===== src/rtl/instr_encoder_loader_if.sv =====
// instr_encoder_loader_if: field-level request bus in, encoded imem write bus out
interface instr_encoder_loader_if #(parameter int ADDR_W = 10);
  logic req_valid;
  logic req_ready;
  logic [2:0] req_fmt;
  logic [6:0] req_opcode;
  logic [4:0] req_rd;
  logic [4:0] req_rs1;
  logic [4:0] req_rs2;
  logic [2:0] req_funct3;
  logic [6:0] req_funct7;
  logic [31:0] req_imm;
  logic imem_we;
  logic [ADDR_W-1:0] imem_addr;
  logic [31:0] imem_wdata;
  modport master (
    output req_valid, req_fmt, req_opcode, req_rd, req_rs1, req_rs2, req_funct3, req_funct7, req_imm,
    input req_ready, imem_we, imem_addr, imem_wdata
  );
  modport slave (
    input req_valid, req_fmt, req_opcode, req_rd, req_rs1, req_rs2, req_funct3, req_funct7, req_imm,
    output req_ready, imem_we, imem_addr, imem_wdata
  );
endinterface


===== src/rtl/instr_encoder_loader.sv =====
// instr_encoder_loader: encodes RV32 field requests into words, buffers them and streams them into imem
module instr_encoder_loader #(
  parameter int ADDR_W = 10,
  parameter int FIFO_DEPTH = 4,
  parameter int unsigned BASE_ADDR = 0
) (
  input logic clk,
  input logic rst,
  instr_encoder_loader_if.slave bus,
  input logic start,
  input logic finish,
  input logic clr_err,
  output logic done,
  output logic err,
  output logic wrapped
);
  localparam int PW = $clog2(FIFO_DEPTH);
  typedef enum logic [1:0] {IDLE, RUN, DRAIN, DONE} state_t;
  state_t state_q, state_d;
  logic [31:0] mem_q [FIFO_DEPTH];
  logic [PW:0] wptr_q, rptr_q;
  logic [ADDR_W-1:0] cnt_q, addr_q;
  logic [31:0] wdata_q, word, imm;
  logic we_q, err_q, wrapped_q;
  logic full, empty, accept, illegal, push, pop, restart;
  assign imm = bus.req_imm;
  assign full = (wptr_q - rptr_q) == (PW+1)'(FIFO_DEPTH);
  assign empty = wptr_q == rptr_q;
  assign bus.req_ready = (state_q == IDLE || state_q == RUN) && !full;
  assign accept = bus.req_valid && bus.req_ready;
  assign illegal = bus.req_fmt > 3'd5 || ((bus.req_fmt == 3'd3 || bus.req_fmt == 3'd5) && imm[0]);
  assign push = accept && !illegal;
  assign pop = (state_q == RUN || state_q == DRAIN) && !empty;
  assign restart = (state_q == IDLE || state_q == DONE) && start;
  assign word =
    bus.req_fmt == 3'd0 ? {bus.req_funct7, bus.req_rs2, bus.req_rs1, bus.req_funct3, bus.req_rd, bus.req_opcode} :
    bus.req_fmt == 3'd1 ? {imm[11:0], bus.req_rs1, bus.req_funct3, bus.req_rd, bus.req_opcode} :
    bus.req_fmt == 3'd2 ? {imm[11:5], bus.req_rs2, bus.req_rs1, bus.req_funct3, imm[4:0], bus.req_opcode} :
    bus.req_fmt == 3'd3 ? {imm[12], imm[10:5], bus.req_rs2, bus.req_rs1, bus.req_funct3, imm[4:1], imm[11], bus.req_opcode} :
    bus.req_fmt == 3'd4 ? {imm[31:12], bus.req_rd, bus.req_opcode} :
                          {imm[20], imm[10:1], imm[11], imm[19:12], bus.req_rd, bus.req_opcode};
  always_comb begin
    state_d = restart ? RUN :
              (state_q == RUN && finish) ? DRAIN :
              (state_q == DRAIN && empty) ? DONE : state_q;
  end
  always_ff @(posedge clk) begin
    if (push)
      mem_q[wptr_q[PW-1:0]] <= word;
  end
  always_ff @(posedge clk) begin
    if (rst) begin
      state_q <= IDLE;
      wptr_q <= '0;
      rptr_q <= '0;
      cnt_q <= ADDR_W'(BASE_ADDR);
      addr_q <= '0;
      wdata_q <= '0;
      we_q <= 1'b0;
      err_q <= 1'b0;
      wrapped_q <= 1'b0;
    end else begin
      state_q <= state_d;
      we_q <= pop;
      err_q <= (err_q && !clr_err) || (accept && illegal);
      if (push)
        wptr_q <= wptr_q + 1'b1;
      if (pop) begin
        rptr_q <= rptr_q + 1'b1;
        addr_q <= cnt_q;
        wdata_q <= mem_q[rptr_q[PW-1:0]];
        cnt_q <= cnt_q + 1'b1;
        if (&cnt_q)
          wrapped_q <= 1'b1;
      end
      if (restart) begin
        cnt_q <= ADDR_W'(BASE_ADDR);
        wrapped_q <= 1'b0;
      end
    end
  end
  assign bus.imem_we = we_q;
  assign bus.imem_addr = addr_q;
  assign bus.imem_wdata = wdata_q;
  assign done = state_q == DONE;
  assign err = err_q;
  assign wrapped = wrapped_q;
endmodule


===== src/flat_wrapper.sv =====
// flat-port wrapper written by rule: the top's interface ports become plain ports
module instr_encoder_loader_flat 
#(
  parameter int ADDR_W = 10,
  parameter int FIFO_DEPTH = 4,
  parameter int unsigned BASE_ADDR = 0
)
  (clk, rst, start, finish, clr_err, done, err, wrapped, bus_req_valid, bus_req_fmt, bus_req_opcode, bus_req_rd, bus_req_rs1, bus_req_rs2, bus_req_funct3, bus_req_funct7, bus_req_imm, bus_req_ready, bus_imem_we, bus_imem_addr, bus_imem_wdata);
  instr_encoder_loader_if #(.ADDR_W(ADDR_W)) bus_i ();
  input logic clk;
  input logic rst;
  input logic start;
  input logic finish;
  input logic clr_err;
  output logic done;
  output logic err;
  output logic wrapped;
  input wire logic [$bits(bus_i.req_valid)-1:0] bus_req_valid;
  input wire logic [$bits(bus_i.req_fmt)-1:0] bus_req_fmt;
  input wire logic [$bits(bus_i.req_opcode)-1:0] bus_req_opcode;
  input wire logic [$bits(bus_i.req_rd)-1:0] bus_req_rd;
  input wire logic [$bits(bus_i.req_rs1)-1:0] bus_req_rs1;
  input wire logic [$bits(bus_i.req_rs2)-1:0] bus_req_rs2;
  input wire logic [$bits(bus_i.req_funct3)-1:0] bus_req_funct3;
  input wire logic [$bits(bus_i.req_funct7)-1:0] bus_req_funct7;
  input wire logic [$bits(bus_i.req_imm)-1:0] bus_req_imm;
  output wire logic [$bits(bus_i.req_ready)-1:0] bus_req_ready;
  output wire logic [$bits(bus_i.imem_we)-1:0] bus_imem_we;
  output wire logic [$bits(bus_i.imem_addr)-1:0] bus_imem_addr;
  output wire logic [$bits(bus_i.imem_wdata)-1:0] bus_imem_wdata;
  assign bus_i.req_valid = bus_req_valid;
  assign bus_i.req_fmt = bus_req_fmt;
  assign bus_i.req_opcode = bus_req_opcode;
  assign bus_i.req_rd = bus_req_rd;
  assign bus_i.req_rs1 = bus_req_rs1;
  assign bus_i.req_rs2 = bus_req_rs2;
  assign bus_i.req_funct3 = bus_req_funct3;
  assign bus_i.req_funct7 = bus_req_funct7;
  assign bus_i.req_imm = bus_req_imm;
  assign bus_req_ready = bus_i.req_ready;
  assign bus_imem_we = bus_i.imem_we;
  assign bus_imem_addr = bus_i.imem_addr;
  assign bus_imem_wdata = bus_i.imem_wdata;
  instr_encoder_loader #(.ADDR_W(ADDR_W), .FIFO_DEPTH(FIFO_DEPTH), .BASE_ADDR(BASE_ADDR)) u_core (.clk(clk), .rst(rst), .bus(bus_i), .start(start), .finish(finish), .clr_err(clr_err), .done(done), .err(err), .wrapped(wrapped));
endmodule

===== config.mk =====
export PLATFORM = sky130hd
export DESIGN_NAME = instr_encoder_loader_flat
export DESIGN_NICKNAME = d
export VERILOG_FILES = /design/src/rtl/instr_encoder_loader_if.sv /design/src/rtl/instr_encoder_loader.sv /design/src/flat_wrapper.sv
export SDC_FILE = /design/constraint.sdc
export NUM_CORES = 1
export LEC_CHECK = 0
export CAP_MARGIN = 20
export CORE_MARGIN = 3
export CORE_UTILIZATION = 45
export CTS_CLUSTER_DIAMETER = 50
export CTS_CLUSTER_SIZE = 40
export DETAILED_ROUTE_END_ITERATION = 8
export GPL_ROUTABILITY_DRIVEN = 1
export PLACE_DENSITY = 0.69
export SYNTH_ARGS = -nofsm -noshare
export SYNTH_HDL_FRONTEND = slang
export SYNTH_SLANG_ARGS = --single-unit

===== constraint.sdc =====
create_clock -name clk -period 3.8 [get_ports clk]
set_input_delay 0.76 -clock clk [delete_from_list [all_inputs] [get_ports clk]]
set_output_delay 0.76 -clock clk [all_outputs]
set_load 0.01 [all_outputs]

==> metrics.txt <==
EDFF count, synth 128; CTS tree done; Fmax 336 MHz; Mapped Nets 634; Final Slew Violations 0; Initial Util 47.0%; Post-CTS Resized 0; crit-path cells inv_1, ha_1, nand2_1, o22a_2, clkdlybuf4s50_1; synthesized area per cell 13.9 µm²; PwrDens 504 nW/µm²; vias in the first global route 4770; Post-Syn Area 7640 µm²; CORE AREA 16200 µm²; buffer count from post-CTS setup fixing 0; crit start category flop; DRC viols 0; Fill cells 1265; CTS root buf clkbuf_16; Final Hold Viols 0; worst skew pair latency 0.43 ns; DRT iter0 DRCs 345; Clock Skew 0.00738 ns; DP HPWL 11000 µm; CP peak stage delay 0.53 ns; CP top delay family buffers and inverters; Port Buffers 119; GRT Total Usage 18.1%; Seq/Total Area, Yosys 66.9%; total power draw 0.00489 W; Ant. Diodes 0; Area Growth Syn to Fin 27.0%; htree depth 4; Routed Antenna Nets 0; arrival time at the worst endpoint 2.22 ns; Top FF cell, synth edfxtp_1; Longest Clk Path Bufs 2; largest net degree at the start of global routing 35; Slew HR 50.1%; layout cells sized above 1 15.3%; post-synthesis instance total 549; synth unique cells 43; drt wl/cell 17.9 µm; global routing usage on met2 29.9%; setup TNS 0 ns; vias 4760; final wirelength 16100 µm; unrepaired setup endpoints after global routing no; Post-CTS Hold Buffers 0; final setup fails 0; antenna violations before repair 0; yosys warns 0; minimum clock period 2.98 ns; Detailed Routing Iterations Pass 1 4; outcome completed; cell area after layout 9700 µm²; die area 18600 µm²; maximum capacitance violations 0; period utilization 78.4%; Synth Register Bits 191; Worst Path Buf+Inv 2; die height 136 µm; Clock transition at path regs 0.07 ns; Via density 5.31; kind of critical path reg -> out; io pins 120; first-pass GRT wire length 25200 µm; Worst IR Drop VDD 0.370 mV; Layout Nets 753; total CTS buffers 17; FP Rows 46; Overflow after GRT 0; die width 136 µm; grt peak-use layer met2; Area after DPL 9110 µm²; Worst Path Required 3.04 ns; clk sinks 191; Global Route met3 Usage 3.81%; crit path capture type output pin; Worst-Margin Slew 0.745 ns; LEAKAGE 3.20 nW; Async SR Flop Fraction 0%; CP Max Fanout 5; GRT met1 Usage 24.0%; Hold WC Path Type reg -> reg; RePlAce Congestion 0.771; critical path's slowest cell clkdlybuf4s50_1
-- state kept, by name, indices dropped and copies added, names as in the netlist --
register / flops
u_core.bus.imem_wdata: 32
u_core.bus.imem_we: 1
u_core.state_q: 2
u_core.wrapped: 1
u_core.mem_q: 128
u_core.cnt_q: 10
u_core.bus.imem_addr: 10
u_core.rptr_q: 3
u_core.err: 1
u_core.wptr_q: 3
-- stage by stage --
| stage | hold WS, ns | instances | setup WS, ns | util [%] |
|---|---|---|---|---|
| after floorplan | 0.457 | 549 | 0.386 | - |
| after global placement | 0.443 | 865 | 0.861 | 56.2 |
| after detailed placement | 0.447 | 865 | 0.833 | 56.2 |
| after CTS | 0.456 | 897 | 0.792 | 59.8 |
| after global routing | 0.475 | 897 | 0.696 | 59.8 |
| final | 0.453 | 897 | 0.822 | 59.8 |
-- cell families (layout without fill, tap and decap cells) --
group                    Yosys count  count (layout)  share of synthesized area [%]
AO/OA/AOI/OAI                     79              79                           5.95
XOR/XNOR                          13              13                           1.59
adder cells (fa/ha/maj)           12              12                           1.97
buffers and inverters             39             171                           2.18
flip-flops                       191             191                           66.9
multiplexers                      54              54                           12.6
AND/OR/NAND/NOR                  161             161                           8.88
-- worst paths after layout --
kind	start	end	slack (ns)	cells past startpoint
max reg2reg	u_core.wptr_q[0]$_SDFFE_PP0P_	u_core.mem_q[1][1]$_DFFE_PP_	1.23	8
min reg2reg	u_core.bus.imem_addr[2]$_SDFFE_PP0N_	u_core.bus.imem_addr[2]$_SDFFE_PP0N_	0.45	2
min	u_core.bus.imem_addr[2]$_SDFFE_PP0N_	u_core.bus.imem_addr[2]$_SDFFE_PP0N_	0.45	2
max	u_core.wptr_q[0]$_SDFFE_PP0P_	bus_req_ready	0.82	5
-- where the power goes --
group	leakage, nW	switching [W]	total, W	internal (W)
Sequential	1.67	0.0000445	0.00240	0.00235
Combinational	1.25	0.000389	0.000749	0.000360
Clock	0.281	0.000762	0.00174	0.000978
-- routing by layer --
layer	wire length, µm	up-vias	share of wire [%]
met2	8050	147	50
li1	-	2251	-
met5	0	-	0
met1	7040	2347	44
met4	177	0	1.1
met3	829	15	5.2
-- synth_stat cells, types with 4 or more instances --
cell | instances | share of area, %
nand2_1 | 104 | 5.1
edfxtp_1 | 128 | 50
inv_1 | 7 | 0.34
ha_1 | 12 | 2.0
buf_2 | 13 | 0.85
nor2_1 | 30 | 1.5
dfxtp_1 | 63 | 17
mux2i_1 | 9 | 1.2
mux2_2 | 12 | 1.8
o21ai_0 | 5 | 0.33
a22oi_1 | 4 | 0.39
xnor2_1 | 5 | 0.57
mux4_2 | 32 | 9.4
clkbuf_1 | 18 | 0.88
a21oi_1 | 57 | 3.7
xor2_1 | 7 | 0.80
a22o_1 | 4 | 0.46
nand4_1 | 4 | 0.33
-- worst min-delay path: stages (launching register included) --
cell and delay (ns):
dfxtp_1 0.31, nand2_1 0.05, a21oi_1 0.05
-- layout make-up --
cell class	count	area, µm²	share of cell area, %
Inverter	7	26.3	0.271
Multi-Input combinational cell	319	2390	24.6
Clock buffer	17	425	4.39
Timing Repair Buffer	132	1320	13.6
Tap cell	216	270	2.79
Clock inverter	15	159	1.64
Sequential cell	191	5110	52.7
-- layout by cell type (no fill, tap or decap), types with 3 or more instances in the layout --
cell | synthesis | routed
edfxtp_1 | 128 | 128
clkdlybuf4s50_1 | 0 | 118
nand2_1 | 104 | 104
dfxtp_1 | 63 | 61
a21oi_1 | 57 | 57
mux4_2 | 32 | 32
nor2_1 | 30 | 29
clkbuf_16 | 0 | 17
mux2_2 | 12 | 12
ha_1 | 12 | 12
buf_4 | 1 | 10
mux2i_1 | 9 | 9
inv_1 | 7 | 7
xor2_1 | 7 | 7
xnor2_1 | 5 | 5
a22oi_1 | 4 | 4
a22o_1 | 4 | 4
o21ai_0 | 5 | 4
nand4_1 | 4 | 4
nor2b_1 | 3 | 3
nand2b_1 | 3 | 3
and2_2 | 0 | 3
nand3_1 | 3 | 3
clkinv_2 | 0 | 3
clkinvlp_4 | 0 | 3
inv_6 | 0 | 3
buf_12 | 0 | 3
No activity file was read; power rests on OpenSTA's default activity.
